[src/rtl/t07_button_strobe_gen_pkg.sv]
// Shared definitions for the game's pushbutton front end and the game FSMs.
package t07_pkg;

    // One-hot button codes, bit order {BACK,LEFT,DOWN,RIGHT,UP,SELECT}
    localparam logic [5:0] NO_PRESS = 6'b000000;
    localparam logic [5:0] SELECT   = 6'b000001;
    localparam logic [5:0] UP       = 6'b000010;
    localparam logic [5:0] RIGHT    = 6'b000100;
    localparam logic [5:0] DOWN     = 6'b001000;
    localparam logic [5:0] LEFT     = 6'b010000;
    localparam logic [5:0] BACK     = 6'b100000;

    // Buttons that auto-repeat while held
    localparam logic [5:0] DIR_MASK = 6'b011110;

    typedef enum logic [1:0] {
        IDLE    = 2'd0,
        HELD    = 2'd1,
        REPEAT  = 2'd2,
        LOCKOUT = 2'd3
    } btn_state_t;

    // Playing-state codes shared with the maze, wire and menu FSMs
    typedef enum logic [2:0] {
        PLAY_MENU = 3'd0,
        PLAY_MAZE = 3'd1,
        PLAY_WIRE = 3'd2,
        PLAY_WIN  = 3'd3,
        PLAY_LOSE = 3'd4
    } play_state_t;

    // True when exactly one bit of v is set
    function automatic logic is_one_hot(input logic [5:0] v);
        return (v != NO_PRESS) && ((v & (v - 6'd1)) == NO_PRESS);
    endfunction

    // True when v contains a direction button
    function automatic logic is_direction(input logic [5:0] v);
        return (v & DIR_MASK) != NO_PRESS;
    endfunction

endpackage

[src/rtl/t07_button_strobe_gen_if.sv]
// Button bus between the pushbutton front end and its consumers.
interface t07_button_strobe_gen_if;
    logic [5:0] btn_raw;
    logic [5:0] button;
    logic       strobe;
    logic [5:0] btn_level;

    modport master (output btn_raw, input button, input strobe, input btn_level);
    modport slave  (input btn_raw, output button, output strobe, output btn_level);
endinterface

[src/rtl/t07_button_strobe_gen_btn.sv]
// Single-button 2-FF synchroniser followed by a consecutive-cycle debounce counter.
module t07_btn_debounce #(
    parameter int DEBOUNCE_CYCLES = 10000
) (
    input  logic clk,
    input  logic rst,
    input  logic btn_raw,
    output logic btn_level
);
    localparam int CNT_W = $clog2(DEBOUNCE_CYCLES + 1);
    localparam logic [CNT_W-1:0] CNT_LAST = CNT_W'(DEBOUNCE_CYCLES);
    localparam logic [CNT_W-1:0] CNT_ONE  = CNT_W'(1);
    localparam logic [CNT_W-1:0] CNT_ZERO = CNT_W'(0);

    logic             sync1_r;
    logic             sync2_r;
    logic             level_r;
    logic [CNT_W-1:0] cnt_r;

    // Synchronise the raw input and flip the level after a long enough disagreement
    always_ff @(posedge clk or posedge rst) begin
        if (rst) begin
            sync1_r <= 1'b0;
            sync2_r <= 1'b0;
            level_r <= 1'b0;
            cnt_r   <= CNT_ZERO;
        end else begin
            sync1_r <= btn_raw;
            sync2_r <= sync1_r;
            if (sync2_r == level_r) begin
                cnt_r <= CNT_ZERO;
            end else if (cnt_r == CNT_LAST) begin
                level_r <= ~level_r;
                cnt_r   <= CNT_ZERO;
            end else begin
                cnt_r <= cnt_r + CNT_ONE;
            end
        end
    end

    assign btn_level = level_r;
endmodule

[src/rtl/t07_button_strobe_gen.sv]
// Pushbutton front end: per-button debounce, single-press detection and auto-repeat.
module t07_button_strobe_gen
    import t07_pkg::*;
#(
    parameter int DEBOUNCE_CYCLES = 10000,
    parameter int REPEAT_DELAY    = 5000000,
    parameter int REPEAT_PERIOD   = 1000000
) (
    input  logic                    clk,
    input  logic                    rst,
    t07_button_strobe_gen_if.slave  bus
);
    localparam int RPT_MAX = (REPEAT_DELAY > REPEAT_PERIOD) ? REPEAT_DELAY : REPEAT_PERIOD;
    localparam int RPT_W   = $clog2(RPT_MAX);
    localparam logic [RPT_W-1:0] DELAY_LAST  = RPT_W'(REPEAT_DELAY - 1);
    localparam logic [RPT_W-1:0] PERIOD_LAST = RPT_W'(REPEAT_PERIOD - 1);
    localparam logic [RPT_W-1:0] RPT_ONE     = RPT_W'(1);
    localparam logic [RPT_W-1:0] RPT_ZERO    = RPT_W'(0);

    logic [5:0]       level_s;
    btn_state_t       state_r;
    btn_state_t       state_s;
    logic [5:0]       held_r;
    logic [5:0]       held_s;
    logic [RPT_W-1:0] rpt_cnt_r;
    logic [RPT_W-1:0] rpt_cnt_s;
    logic [RPT_W-1:0] rpt_last_s;
    logic             rpt_hit_s;
    logic             strobe_r;
    logic             strobe_s;
    logic [5:0]       button_r;
    logic [5:0]       button_s;

    for (genvar gi = 0; gi < 6; gi++) begin : g_deb
        t07_btn_debounce #(.DEBOUNCE_CYCLES(DEBOUNCE_CYCLES)) u_deb (
            .clk       (clk),
            .rst       (rst),
            .btn_raw   (bus.btn_raw[gi]),
            .btn_level (level_s[gi])
        );
    end

    // A repeat fires only for a still-held, lone direction button whose interval has elapsed
    assign rpt_last_s = (state_r == REPEAT) ? PERIOD_LAST : DELAY_LAST;
    assign rpt_hit_s  = (rpt_cnt_r == rpt_last_s) && is_direction(held_r) && (level_s == held_r);

    // State register, repeat counter and registered outputs
    always_ff @(posedge clk or posedge rst) begin
        if (rst) begin
            state_r   <= IDLE;
            held_r    <= NO_PRESS;
            rpt_cnt_r <= RPT_ZERO;
            strobe_r  <= 1'b0;
            button_r  <= NO_PRESS;
        end else begin
            state_r   <= state_s;
            held_r    <= held_s;
            rpt_cnt_r <= rpt_cnt_s;
            strobe_r  <= strobe_s;
            button_r  <= button_s;
        end
    end

    // Next-state logic: press acceptance, repeat timing and multi-button lockout
    always_comb begin
        state_s   = state_r;
        held_s    = held_r;
        rpt_cnt_s = rpt_cnt_r;
        case (state_r)
            IDLE: begin
                if (level_s == NO_PRESS) begin
                    state_s = IDLE;
                end else if (is_one_hot(level_s)) begin
                    state_s   = HELD;
                    held_s    = level_s;
                    rpt_cnt_s = RPT_ZERO;
                end else begin
                    state_s = LOCKOUT;
                end
            end
            HELD, REPEAT: begin
                if ((level_s & ~held_r) != NO_PRESS) begin
                    state_s   = LOCKOUT;
                    held_s    = NO_PRESS;
                    rpt_cnt_s = RPT_ZERO;
                end else if (level_s == NO_PRESS) begin
                    state_s   = IDLE;
                    held_s    = NO_PRESS;
                    rpt_cnt_s = RPT_ZERO;
                end else if (rpt_hit_s) begin
                    state_s   = REPEAT;
                    rpt_cnt_s = RPT_ZERO;
                end else if (is_direction(held_r)) begin
                    rpt_cnt_s = rpt_cnt_r + RPT_ONE;
                end else begin
                    rpt_cnt_s = rpt_cnt_r;
                end
            end
            LOCKOUT: begin
                if (level_s == NO_PRESS) begin
                    state_s = IDLE;
                end else begin
                    state_s = LOCKOUT;
                end
            end
            default: begin
                state_s   = IDLE;
                held_s    = NO_PRESS;
                rpt_cnt_s = RPT_ZERO;
            end
        endcase
    end

    // Output logic: strobe with the button code on a fresh single press or a due repeat
    always_comb begin
        strobe_s = 1'b0;
        button_s = NO_PRESS;
        case (state_r)
            IDLE: begin
                if (is_one_hot(level_s)) begin
                    strobe_s = 1'b1;
                    button_s = level_s;
                end else begin
                    strobe_s = 1'b0;
                    button_s = NO_PRESS;
                end
            end
            HELD, REPEAT: begin
                if (rpt_hit_s) begin
                    strobe_s = 1'b1;
                    button_s = held_r;
                end else begin
                    strobe_s = 1'b0;
                    button_s = NO_PRESS;
                end
            end
            default: begin
                strobe_s = 1'b0;
                button_s = NO_PRESS;
            end
        endcase
    end

    assign bus.strobe    = strobe_r;
    assign bus.button    = button_r;
    assign bus.btn_level = level_s;
endmodule

[src/flat_wrapper.sv]
// flat-port wrapper written by rule: the top's interface ports become plain ports
module t07_button_strobe_gen_flat import t07_pkg::*;
#(
    parameter int DEBOUNCE_CYCLES = 10000,
    parameter int REPEAT_DELAY    = 5000000,
    parameter int REPEAT_PERIOD   = 1000000
)
  (clk, rst, bus_btn_raw, bus_button, bus_strobe, bus_btn_level);
  t07_button_strobe_gen_if bus_i ();
  input  logic clk;
  input  logic rst;
  input wire logic [$bits(bus_i.btn_raw)-1:0] bus_btn_raw;
  output wire logic [$bits(bus_i.button)-1:0] bus_button;
  output wire logic [$bits(bus_i.strobe)-1:0] bus_strobe;
  output wire logic [$bits(bus_i.btn_level)-1:0] bus_btn_level;
  assign bus_i.btn_raw = bus_btn_raw;
  assign bus_button = bus_i.button;
  assign bus_strobe = bus_i.strobe;
  assign bus_btn_level = bus_i.btn_level;
  t07_button_strobe_gen #(.DEBOUNCE_CYCLES(DEBOUNCE_CYCLES), .REPEAT_DELAY(REPEAT_DELAY), .REPEAT_PERIOD(REPEAT_PERIOD)) u_core (.clk(clk), .rst(rst), .bus(bus_i));
endmodule
[config.mk]
export PLATFORM = sky130hd
export DESIGN_NAME = t07_button_strobe_gen_flat
export DESIGN_NICKNAME = d
export VERILOG_FILES = /design/src/rtl/t07_button_strobe_gen_pkg.sv /design/src/rtl/t07_button_strobe_gen_if.sv /design/src/rtl/t07_button_strobe_gen_btn.sv /design/src/rtl/t07_button_strobe_gen.sv /design/src/flat_wrapper.sv
export SDC_FILE = /design/constraint.sdc
export NUM_CORES = 1
export LEC_CHECK = 0
export ABC_AREA = 1
export CORE_UTILIZATION = 35
export CTS_CLUSTER_DIAMETER = 120
export DETAILED_ROUTE_END_ITERATION = 16
export GPL_ROUTABILITY_DRIVEN = 0
export GPL_TIMING_DRIVEN = 0
export PLACE_DENSITY_LB_ADDON = 0.05
export SLEW_MARGIN = 20
export SYNTH_ARGS = -nofsm -noshare
export SYNTH_HDL_FRONTEND = slang
export SYNTH_HIERARCHICAL = 1
export SYNTH_SLANG_ARGS = --single-unit
[constraint.sdc]
create_clock -name clk -period 3.2 [get_ports clk]
set_clock_uncertainty 0.1 [all_clocks]
set_input_delay 0.96 -clock clk [delete_from_list [all_inputs] [get_ports clk]]
set_output_delay 0.96 -clock clk [all_outputs]
set_load 0.01 [all_outputs]
==> flow_summary.json <==
{
  "antenna_found_initial": 0,
  "whs_ps": 248,
  "worst_ep_arrival_time_ps": 1660,
  "clk_pin_slew_ps": 60,
  "cts_setup_buffers": 0,
  "dieHeight_um": 157,
  "cp-start-kind": "register",
  "place_area_mm2": 0.00902,
  "cellPowerDensity_mw_per_mm2": 413,
  "ys_seq_area_share_pct": 41.7,
  "avgRoutedWirePerCell_um": 12.9,
  "area_growth_pct": 14.5,
  "grt_overflow": 0,
  "drt-initial-drc-count": 344,
  "tritoncts": "yes",
  "ys_warn_count": 6,
  "die_x_um": 157,
  "max-cap-violations": 0,
  "fin_ws_ps": 484,
  "grt_pass1_wl_mm": 33.2,
  "pre_cts_ws_ps": 675,
  "clock-sinks": 140,
  "vias_per_cell": 4.48,
  "critical_path_class": "reg2out",
  "grt_max_degree": 25,
  "coreArea_mm2": 0.0235,
  "clk_latency_ps": 420,
  "slew-limit-headroom_pct": 53.3,
  "grt_pass1_vias": 6566,
  "detail_route.first_pass.iterations": 4,
  "fmax_mhz": 368,
  "post-route-min-period_ps": 2720,
  "synth-seq-cells": 140,
  "n_antenna_cell": 0,
  "cts_buffer_depth": 2,
  "final_max_slew_viol_count": 0,
  "path_cells": "clkdlybuf4s50_1",
  "leakagePower_nw": 4.42,
  "timing.final.setup_violations": 0,
  "layout-drive-gt1-share_pct": 11.2,
  "synth_nets": 1153,
  "syn_area_mm2": 0.00841,
  "crit_buf_inv": 1,
  "cp-end-kind": "primary output",
  "tightest_slew_ps": 700,
  "netlist_instances": 1116,
  "hold_violations": 0,
  "cts_max_level": 4,
  "ant_nets": 0,
  "status": "completed",
  "hpwl_mm": 14.3,
  "cpMaxStageDelayCell": "dfrtp_1",
  "cts_made_buffers": 17,
  "drt_wl_total_mm": 19.2,
  "cts_resized": 0,
  "nets": 1193,
  "ctsHoldBuffers": 0,
  "critPathRequiredTime_ps": 2140,
  "grt_usage_pct": 17.2,
  "cts_root_buf": "clkbuf_16",
  "worstPathMaxFanout": 8,
  "slowest_delay_ps": 620,
  "ir_worst_vdd_mv": 0.299,
  "row_count": 56,
  "power.total_mw": 3.97,
  "hold_path.class": "reg2reg",
  "die-area_mm2": 0.0246,
  "path_delay_family": "flip-flops",
  "instances_no_fill": 1488,
  "start_util_pct": 35.7,
  "dp_cells": 1456,
  "finalCritPeriodShare_pct": 84.9,
  "grt_setup_unrepaired": "no",
  "dr_total_vias": 6666,
  "synthDistinctLibCells": 35,
  "io_pins": 21,
  "drc": 0,
  "design_area_mm2": 0.00962,
  "port_buffers": 20,
  "avgSynthCellArea_um2": 7.53,
  "nFillCells": 2497
}
## cells in the final DEF (no fill, tap or decap), drive strengths merged
| master | Yosys | layout |
|---|---|---|
| nand2 | 293 | 293 |
| nor2 | 245 | 245 |
| inv | 168 | 175 |
| dfrtp | 140 | 140 |
| nand3 | 78 | 78 |
| nand4 | 44 | 44 |
| xor2 | 34 | 34 |
| ha | 29 | 29 |
| clkdlybuf4s50 | 0 | 20 |
| clkbuf | 1 | 20 |
| xnor2 | 19 | 19 |
| o21ai | 17 | 17 |
| a21oi | 15 | 15 |
| nand3b | 10 | 10 |
| buf | 7 | 8 |
| nor3 | 7 | 7 |
| a31oi | 6 | 6 |
| clkinvlp | 0 | 2 |
| bufinv | 0 | 2 |
| clkinv | 0 | 2 |
| or2 | 1 | 1 |
| o21ba | 1 | 1 |
| and3 | 1 | 1 |
## worst paths after layout
| path | start | to | slack, ps | depth (start not counted) |
|---|---|---|---|---|
| hold / removal | u_core/g_deb[4].u_deb/sync1_r | u_core/g_deb[4].u_deb/sync2_r | 250 | 0 |
| max in group asynchronous | rst | u_core/g_deb[4].u_deb/cnt_r[11] | 1260 | 2 |
| setup reg to reg | u_core/g_deb[1].u_deb/btn_level | u_core/rpt_cnt_r[19] | 930 | 11 |
| min in group asynchronous | rst | u_core/bus.button[0] | 1130 | 2 |
| hold reg to reg | u_core/g_deb[4].u_deb/sync1_r | u_core/g_deb[4].u_deb/sync2_r | 250 | 0 |
| setup / recovery | u_core/g_deb[2].u_deb/btn_level | bus_btn_level[2] | 480 | 1 |
## logic make-up (layout without fill, tap and decap cells)
| group | after synthesis | in the layout | share of synthesized area [%] |
|---|---|---|---|
| xor+xnor | 53 | 53 | 6.06 |
| flops | 140 | 140 | 41.7 |
| simple gates | 679 | 679 | 37.2 |
| fa+ha+maj | 29 | 29 | 4.32 |
| compound gates | 39 | 39 | 2.47 |
| buf+inv | 176 | 229 | 8.32 |
## worst reg2reg max path, delay by kind of cell (launching register included)
kind	cells	cell delay [ps]
buffers and inverters	2	230
AND/OR/NAND/NOR	8	1060
flip-flops	1	540
adder cells (fa/ha/maj)	1	280
## power by group
part           leakage (nW)  total (mW)  switching, mW  internal, mW
Combinational          2.22       0.131         0.0879        0.0427
Sequential             1.91        1.83         0.0308          1.80
Clock                 0.288        2.01          0.824          1.19
Total                  4.42        3.97          0.942          3.03
## sequential cells by signal, indices dropped and copies added, names as in the netlist
signal                        count
u_core/g_deb.u_deb/sync2_r        6
u_core/g_deb.u_deb/sync1_r        6
u_core/held_r                     6
u_core/bus.button                 6
u_core/rpt_cnt_r                 23
u_core/bus.strobe                 1
u_core/g_deb.u_deb/cnt_r         84
u_core/g_deb.u_deb/btn_level      6
u_core/state_r                    2
## metrics by stage
step                      utilization (%)  setup TNS (ps)
after floorplan                         -               0
after global placement               38.2          -10280
after detailed placement             38.3               0
after CTS                            40.9               0
after global routing                 40.9               0
final                                40.9               0
## routing by layer
metal	global-route usage, %	vias up	wire, um
met5	0	-	0
met4	3.41	0	107
met3	3.41	7	496
met2	27.9	70	8850
met1	23.7	3048	9740
li1	-	3541	-
## synth_stat cells
| library cell | n | area (um^2) |
|---|---|---|
| nand2_1 | 265 | 995 |
| inv_1 | 166 | 623 |
| xor2_1 | 28 | 245 |
| or2_4 | 1 | 8.76 |
| a31oi_1 | 6 | 37.5 |
| o21ai_1 | 10 | 50.1 |
| inv_6 | 1 | 8.76 |
| nor2_2 | 37 | 231 |
| o21ba_2 | 1 | 10.0 |
| nand3b_1 | 10 | 75.1 |
| ha_1 | 29 | 363 |
| o21ai_0 | 7 | 35.0 |
| nand3_2 | 8 | 80.1 |
| inv_2 | 1 | 3.75 |
| nand4_4 | 1 | 21.3 |
| dfrtp_1 | 140 | 3500 |
| nor3_1 | 7 | 35.0 |
| buf_4 | 1 | 7.51 |
| buf_6 | 2 | 22.5 |
| and3_1 | 1 | 6.26 |
| buf_2 | 3 | 15.0 |
| nand2_4 | 3 | 33.8 |
| nand3_1 | 69 | 345 |
| nand4_1 | 43 | 269 |
| a21oi_1 | 15 | 75.1 |
| clkbuf_1 | 1 | 3.75 |
| xnor2_1 | 19 | 166 |
| nor2_8 | 1 | 20.0 |
| nor2_1 | 202 | 758 |
| nand2_8 | 1 | 20.0 |
| buf_8 | 1 | 15.0 |
| nor2_4 | 5 | 56.3 |
| nand2_2 | 24 | 150 |
| nand3_4 | 1 | 17.5 |
| xor2_2 | 6 | 97.6 |
## final cells by class
class                      instances  area [um^2]  area share, %
buffer                             8         63.8          0.663
timing repair buffer              21          220           2.29
inverter                         168          636           6.61
clock buffer                      19          443           4.60
tap                              319          399           4.15
clock inverter                    13          153           1.59
multi-input combinational        800         4200           43.7
sequential                       140         3500           36.4
Note: power is estimated with default switching activity, not from simulation.
